==> src/rtl/fetch_sequencer_pkg.sv <==
// fetch_sequencer_pkg
// Shared definitions for the instruction fetch sequencer:
//   - state_e        : FSM state encoding (BOOT=0, RUN=1, STALL=2, HALT=3)
//   - INSTR_SIZE     : byte distance between sequential instructions
//   - RESET_VECTOR_DEFAULT : default boot / reset PC
//   - is_misaligned  : true when an address is not word aligned
package fetch_sequencer_pkg;

  typedef enum logic [1:0] {
    ST_BOOT  = 2'd0,
    ST_RUN   = 2'd1,
    ST_STALL = 2'd2,
    ST_HALT  = 2'd3
  } state_e;

  localparam logic [31:0] INSTR_SIZE           = 32'd4;
  localparam logic [31:0] RESET_VECTOR_DEFAULT = 32'h0000_0000;

  // A fetch target must be word aligned; any set bit in [1:0] is illegal.
  function automatic logic is_misaligned(input logic [31:0] addr);
    return |addr[1:0];
  endfunction

endpackage

==> src/rtl/fetch_sequencer.sv <==
// fetch_sequencer
// Selects the next PC each cycle and produces pipeline flush controls.
// The PC register itself lives outside this block.
// Ports:
//   clk, rst          : clock, synchronous active-high reset
//   PC                : current PC from the external PC register
//   stall_F           : fetch stall request from the hazard unit
//   PCSrc_E           : taken branch/jump resolved in EX
//   PCTarget_E        : redirect target from EX
//   halt_req          : enter HALT (ecall/ebreak decode)
//   resume            : leave HALT
//   PC_Next           : value loaded into the PC register every cycle
//   flush_D / flush_E : clear IF/ID and ID/EX registers
//   fetch_valid       : instruction fetched at PC this cycle is architectural
//   misalign_err      : sticky flag, set by a misaligned redirect target
//   state             : FSM state (BOOT=0, RUN=1, STALL=2, HALT=3)
module fetch_sequencer
  import fetch_sequencer_pkg::*;
#(
  parameter logic [31:0] RESET_VECTOR = RESET_VECTOR_DEFAULT,
  parameter int          BOOT_CYCLES  = 2
) (
  input  logic        clk,
  input  logic        rst,
  input  logic [31:0] PC,
  input  logic        stall_F,
  input  logic        PCSrc_E,
  input  logic [31:0] PCTarget_E,
  input  logic        halt_req,
  input  logic        resume,
  output logic [31:0] PC_Next,
  output logic        flush_D,
  output logic        flush_E,
  output logic        fetch_valid,
  output logic        misalign_err,
  output logic [1:0]  state
);

  // Counter value on the last BOOT cycle.
  localparam logic [3:0] BOOT_LAST = 4'(BOOT_CYCLES - 1);

  state_e      state_q, state_d;
  logic [3:0]  boot_cnt_q, boot_cnt_d;
  logic        misalign_err_q, misalign_err_d;

  logic [31:0] pc_seq_s;
  logic        redirect_bad_s;

  // 32-bit add wraps naturally modulo 2^32.
  assign pc_seq_s       = PC + INSTR_SIZE;
  assign redirect_bad_s = PCSrc_E && is_misaligned(PCTarget_E);

  assign state        = state_q;
  assign misalign_err = misalign_err_q;

  // State, boot counter and sticky error flag registers.
  always_ff @(posedge clk) begin
    if (rst) begin
      state_q        <= ST_BOOT;
      boot_cnt_q     <= 4'd0;
      misalign_err_q <= 1'b0;
    end else begin
      state_q        <= state_d;
      boot_cnt_q     <= boot_cnt_d;
      misalign_err_q <= misalign_err_d;
    end
  end

  // Next-state logic; priority in RUN/STALL is
  // misaligned redirect > redirect > halt_req > stall_F > sequential.
  always_comb begin
    state_d        = state_q;
    boot_cnt_d     = boot_cnt_q;
    misalign_err_d = misalign_err_q;
    case (state_q)
      ST_BOOT: begin
        if (boot_cnt_q == BOOT_LAST) begin
          state_d    = ST_RUN;
          boot_cnt_d = 4'd0;
        end else begin
          boot_cnt_d = boot_cnt_q + 4'd1;
        end
      end
      ST_RUN, ST_STALL: begin
        if (redirect_bad_s) begin
          state_d        = ST_HALT;
          misalign_err_d = 1'b1;
        end else if (PCSrc_E) begin
          state_d = ST_RUN;
        end else if (halt_req) begin
          state_d = ST_HALT;
        end else if (stall_F) begin
          state_d = ST_STALL;
        end else begin
          state_d = ST_RUN;
        end
      end
      ST_HALT: begin
        // Redirects and stalls are ignored; resume beats a concurrent halt_req.
        if (resume) begin
          state_d = ST_RUN;
        end else begin
          state_d = ST_HALT;
        end
      end
      default: begin
        state_d    = ST_BOOT;
        boot_cnt_d = 4'd0;
      end
    endcase
  end

  // Output logic; reset overrides everything combinationally.
  always_comb begin
    PC_Next     = PC;
    flush_D     = 1'b0;
    flush_E     = 1'b0;
    fetch_valid = 1'b0;
    if (rst) begin
      PC_Next = RESET_VECTOR;
      flush_D = 1'b1;
      flush_E = 1'b1;
    end else begin
      case (state_q)
        ST_BOOT: begin
          PC_Next = RESET_VECTOR;
          flush_D = 1'b1;
          flush_E = 1'b1;
        end
        ST_RUN, ST_STALL: begin
          if (redirect_bad_s) begin
            PC_Next = PC;
            flush_D = 1'b1;
            flush_E = 1'b1;
          end else if (PCSrc_E) begin
            PC_Next = PCTarget_E;
            flush_D = 1'b1;
            flush_E = 1'b1;
          end else if (halt_req) begin
            PC_Next = PC;
            flush_D = 1'b1;
          end else if (stall_F) begin
            PC_Next = PC;
          end else begin
            PC_Next     = pc_seq_s;
            fetch_valid = 1'b1;
          end
        end
        ST_HALT: begin
          // Resuming steps past the halting instruction.
          flush_D = 1'b1;
          if (resume) begin
            PC_Next = pc_seq_s;
          end else begin
            PC_Next = PC;
          end
        end
        default: begin
          PC_Next = RESET_VECTOR;
          flush_D = 1'b1;
          flush_E = 1'b1;
        end
      endcase
    end
  end

endmodule
==> config.mk <==
export PLATFORM = sky130hd
export DESIGN_NAME = fetch_sequencer
export DESIGN_NICKNAME = d
export VERILOG_FILES = /design/src/rtl/fetch_sequencer_pkg.sv /design/src/rtl/fetch_sequencer.sv
export SDC_FILE = /design/constraint.sdc
export NUM_CORES = 1
export LEC_CHECK = 0
export BUFFER_PORTS_ARGS = -buffer_cell sky130_fd_sc_hd__buf_2
export CORE_MARGIN = 2
export CORE_UTILIZATION = 49
export DETAILED_ROUTE_END_ITERATION = 10
export MAX_ROUTING_LAYER = met4
export PLACE_DENSITY_LB_ADDON = 0.15
export RECOVER_POWER = 25
export REMOVE_ABC_BUFFERS = 1
export SYNTH_ARGS = -nofsm -noshare
export SYNTH_HDL_FRONTEND = slang
export SYNTH_SLANG_ARGS = --single-unit
==> constraint.sdc <==
create_clock -name clk -period 2.5 [get_ports clk]
set_input_delay 0.25 -clock clk [delete_from_list [all_inputs] [get_ports clk]]
set_output_delay 0.25 -clock clk [all_outputs]
set_load 0.05 [all_outputs]
Word-level counts from Yosys, hierarchy flattened
Cells that the tools add are included.
{"block": "op_classes", "addsub": 2, "mux": 30, "n_reduce_logical": 6, "eq_ne": 5}
{"operator": "32-bit two-way mux", "n": 6}
{"operator": "32-bit case mux with 3 select lines", "n": 1}
{"operator": "32-bit by 3-bit adder with 32-bit output (second input constant)", "n": 1}
{"operator": "1-bit two-way mux", "n": 13}
{"operator": "2-bit two-way mux", "n": 6}
{"operator": "2-bit case mux with 3 select lines", "n": 1}
{"operator": "2-bit OR reduction", "n": 3}
{"operator": "4-bit by 1-bit adder with 4-bit output (second input constant)", "n": 1}
{"operator": "2-bit == test (second input constant)", "n": 2}
{"operator": "4-bit by 1-bit == test with 1-bit output (second input constant)", "n": 1}
{"operator": "4-bit two-way mux", "n": 1}
{"operator": "1-bit case mux with 2 select lines", "n": 2}
{"operator": "2-bit by 1-bit == test with 1-bit output (second input constant)", "n": 1}
{"operator": "2-bit logical NOT", "n": 1}
{"operator": "2-bit inequality test (second input constant)", "n": 1}
{"operator": "2-bit AND reduction", "n": 1}
{"operator": "1-bit logical AND", "n": 1}
{"block": "word_totals", "out_inout_bits": 38, "input_bits": 70, "register_bits": 7}

Logic depth before layout (Yosys ltp)
{"block": "logic_depth", "depth_word": 7, "depth_mapped": 9}

Worst setup path before layout
Ideal clock, no wire load.
{"block": "synth_timing", "path_kind": "flip-flop to output port", "startpoint": "reg state_q[0] (netlist: state[0])", "endpoint": "out PC_Next[18]", "slack_ns": -0.872, "required_ns": 2.250, "path_buffers": 1, "arrival_time_ns": 3.122, "stages_incl_launch_ff": 8, "cell_sequence": "dfxtp_1 > inv_1 > ha_1 > or2_2 > clkbuf_1 > nor2_1 > nor2_1 > o311ai_1"}
{"block": "synth_between", "elab_chain_cells": 4}
{"item": "from (decl)", "line": "fetch_sequencer.sv:42", "text": "state_e state_q, state_d;"}
{"item": "from (signal assigned)", "line": "fetch_sequencer.sv:63", "text": "state_q <= state_d;"}
{"item": "2-bit by 1-bit == test with 1-bit output / 2-bit == test (equally long branches)", "line": "fetch_sequencer.sv:124", "text": "case (state_q)"}
{"item": "2-bit OR reduction", "line": "fetch_sequencer.sv:124"}
{"item": "32-bit case mux with 3 select lines (*)", "line": "fetch_sequencer.sv:124"}
{"item": "32-bit two-way mux (*)", "line": "fetch_sequencer.sv:119", "text": "if (rst) begin"}
{"item": "to (decl)", "line": "fetch_sequencer.sv:31", "text": "output logic [31:0] PC_Next,"}
Mark *: on every way between the ends. The rest lies on a longest branch, timed or not.

Worst setup path after layout
{"block": "layout_timing", "startpoint": "reg state_q[0] (netlist: state[0])", "endpoint": "out PC_Next[27]"}
Same word-level chain as after synthesis.

==> summary.md <==
| Metric | Value |
|---|---|
| Iter 0 DRT Violations | 390 |
| Share of cells above drive strength 1 | 32.2% |
| Fin crit share | 96.7% |
| CTS tree | yes |
| Ys flop type | dfxtp_1 |
| Synth unique cells | 64 |
| Via count of the first global-routing pass | 3,155 |
| Hold Path End | boot_cnt_q[0]$_SDFFE_PP0N_ |
| Pwr dens | 491 mW/mm^2 |
| Avg WL per Cell | 17.0 um |
| Seq cells post-synth | 7 |
| Placed insts | 577 |
| Routability-driven placement congestion ratio | 0.982 |
| Crit path launch | state[0]$_SDFFE_PP0P_ |
| Hold-fix buffers, CTS | 0 |
| Area of the multi-input gates | 0.00222 mm^2 |
| H-tree levels | 1 |
| Max Cap Viol | 0 |
| N_diodes | 0 |
| Final ANT Viol Nets | 0 |
| Min Hold Slack | 366 ps |
| Core Rows | 25 |
| DP HPWL | 7270 um |
| Fin cells | 585 |
| Die Area | 0.00563 mm^2 |
| Commonest non-fill, non-tap cell in the layout | buf_2 |
| Die outline width | 75.1 um |
| Final min period | 2420 ps |
| Clock Pin Slew Worst Setup and Hold Paths | 40 ps |
| Initial Util | 51.7% |
| Sequential area share after synthesis | 5.67% |
| Total GRT Usage | 34.7% |
| Worst-Margin Slew | 598 ps |
| Largest net degree at the start of global routing | 19 |
| Type of origin of the critical path | register |
| RR Endpoint | state[1]$_SDFFE_PP0P_ |
| Worst skew pair latency | 230 ps |
| Asr flop ratio synth | 0% |
| Max Clk Rate | 414 MHz |
| R2R cell count | 7 |
| Commonest cells after routing, fill and taps aside | buf_2 (98), nor2_1 (48), nand2_1 (47) |
| CP endpoint kind | output pin |
| Initial DRT Pass Iterations | 5 |
| IO Count | 108 |
| Final setup vio count | 0 |
| Hold path depth | 2 |
| Worst EP required | 2250 ps |
| CTS buffer count | 3 |
| Worst path max stage delay | 550 ps |
| Crit path max fanout | 5 |
| Synth Area per Inst | 6.15 um^2 |
| Critical Path AT | 2170 ps |
| Leak | 1.42 nW |
| Worst VDD drop | 0.517 mV |
| Drc violations | 0 |
| DR vias | 3,752 |
| First-pass GRT wire length | 14,800 um |
| Core Footprint | 0.00479 mm^2 |
| Slew headroom | 60.3% |
| Die Y | 75.1 um |
| Crit-path slowest cell | or3b_2 |
| Max Slew Vio Count | 0 |
| R2R Setup Slk | 830 ps |
| Clk_skew | 6.03 ps |
| RSZ-0062 raised after global routing | no |
| Via density | 6.41 |
| Area growth, synth to finish | 33.8% |
| Synth warnings | 0 |
| Max Root-Sink Buffers | 2 |
| Total global routing overflow | 0 |
| Worst setup path class | reg -> out |
| Final hold violation count | 0 |
| Critical Path, Cell by Cell | inv_2, ha_4, or3b_2, o21ai_0, o2111ai_1, o211ai_1, clkbuf_4 |
| EDFF count, synth | 0 |
| HP Class | in -> reg |
| Initial antenna violation count | 0 |
| Mapped cell area | 0.00247 mm^2 |
| NumNets Final | 594 |
| Root Driver | clkbuf_8 |
| Status | finished clean |
| Final wirelength | 9970 um |
| Hold path start | rst |
| FF-to-FF Start | state[0]$_SDFFE_PP0P_ |
| Sequential cell area | 143 um^2 |
| Fill count | 445 |
| # clock sinks | 7 |
| Syn Inst Count | 402 |
| Port bufs | 107 |
registers in the layout, indices dropped and copies added (netlist names):
name          flops
misalign_err      1
state             2
boot_cnt_q        4
per-stage QoR:
| stage | TNS [ps] | power (mW) | worst slack, ps | utilization, % | cell area (um^2) |
|---|---|---|---|---|---|
| floorplan | -15660 | 0.953 | -1080 | - | 2340 |
| global placement | 0 | 1.33 | 54.3 | 66.5 | 3180 |
| detailed placement | 0 | 1.35 | 29.3 | 66.5 | 3180 |
| CTS | 0 | 1.54 | 11.0 | 68.2 | 3260 |
| global route | 0 | 1.73 | 4.53 | 69.2 | 3310 |
| finish | 0 | 1.62 | 81.9 | 69.2 | 3310 |
cell families (layout without fill, tap and decap cells):
logic type | after synthesis | in the layout | share of synthesized area, %
DFF | 7 | 7 | 5.66
buffers and inverters | 39 | 154 | 6.93
and+or+nand+nor | 178 | 179 | 37.9
AOI/OAI and AO/OA | 145 | 145 | 36.8
muxes | 4 | 4 | 1.67
xor gates and xnor gates | 24 | 24 | 8.50
adders and majority gates | 5 | 5 | 2.53
critical path: cells and delay by family, from the launching register on:
| kind | cells | cell delay, ps |
|---|---|---|
| adder cells (fa/ha/maj) | 1 | 290 |
| flip-flops | 1 | 330 |
| AO/OA/AOI/OAI | 3 | 440 |
| AND/OR/NAND/NOR | 1 | 550 |
| buffers and inverters | 2 | 310 |
power by group:
part	internal (mW)	switching [mW]	total, mW
clock network	0.111	0.0538	0.164
logic	0.449	0.859	1.31
registers	0.135	0.0177	0.153
synth_stat cells (9+ instances only):
| library cell | number | area share [%] |
|---|---|---|
| a21oi_1 | 34 | 6.9 |
| a31oi_1 | 10 | 2.5 |
| clkbuf_1 | 15 | 2.3 |
| inv_1 | 11 | 1.7 |
| nand2_1 | 47 | 7.1 |
| nand3_1 | 14 | 2.8 |
| nor2_1 | 49 | 7.4 |
| nor3_1 | 11 | 2.2 |
| o21ai_0 | 24 | 4.9 |
| o21ai_1 | 17 | 3.4 |
| o221ai_1 | 10 | 3.5 |
| o22ai_1 | 13 | 3.3 |
| xnor2_1 | 9 | 3.2 |
| xor2_1 | 15 | 5.3 |
worst max path at each step:
| stage | end | slack (ps) | cells after the start |
|---|---|---|---|
| finish | PC_Next[27] | 80 | 7 |
| global route | PC_Next[27] | 5 | 7 |
| CTS | PC_Next[27] | 10 | 10 |
| detailed placement | PC_Next[30] | 30 | 9 |
| global placement | PC_Next[26] | 50 | 9 |
| floorplan | PC_Next[18] | -1080 | 6 |
final cells by class:
cell class                 count  share of cell area, %
multi-input combinational    357                   67.0
clock buffer                   4                   1.36
sequential                     7                   4.31
tap                           67                   2.53
timing repair buffer         139                   23.6
inverter                      11                   1.25
layer usage:
metal | vias to the layer above | part of all wire, % | GRT usage [%]
met1 | 1688 | 40 | 44.8
met5 | - | 0 | -
met3 | 40 | 12 | 3.75
met4 | 0 | 3.1 | 14.1
met2 | 288 | 45 | 55.0
li1 | 1736 | - | -
what timing repair did:
action                     in CTS  in global routing
pin swaps                       0                  2
gates cloned                    0                  1
setup buffers                   3                  0
gates resized for setup         6                 13
setup endpoints to repair       8                 13
No activity file was read; power rests on OpenSTA's default activity.
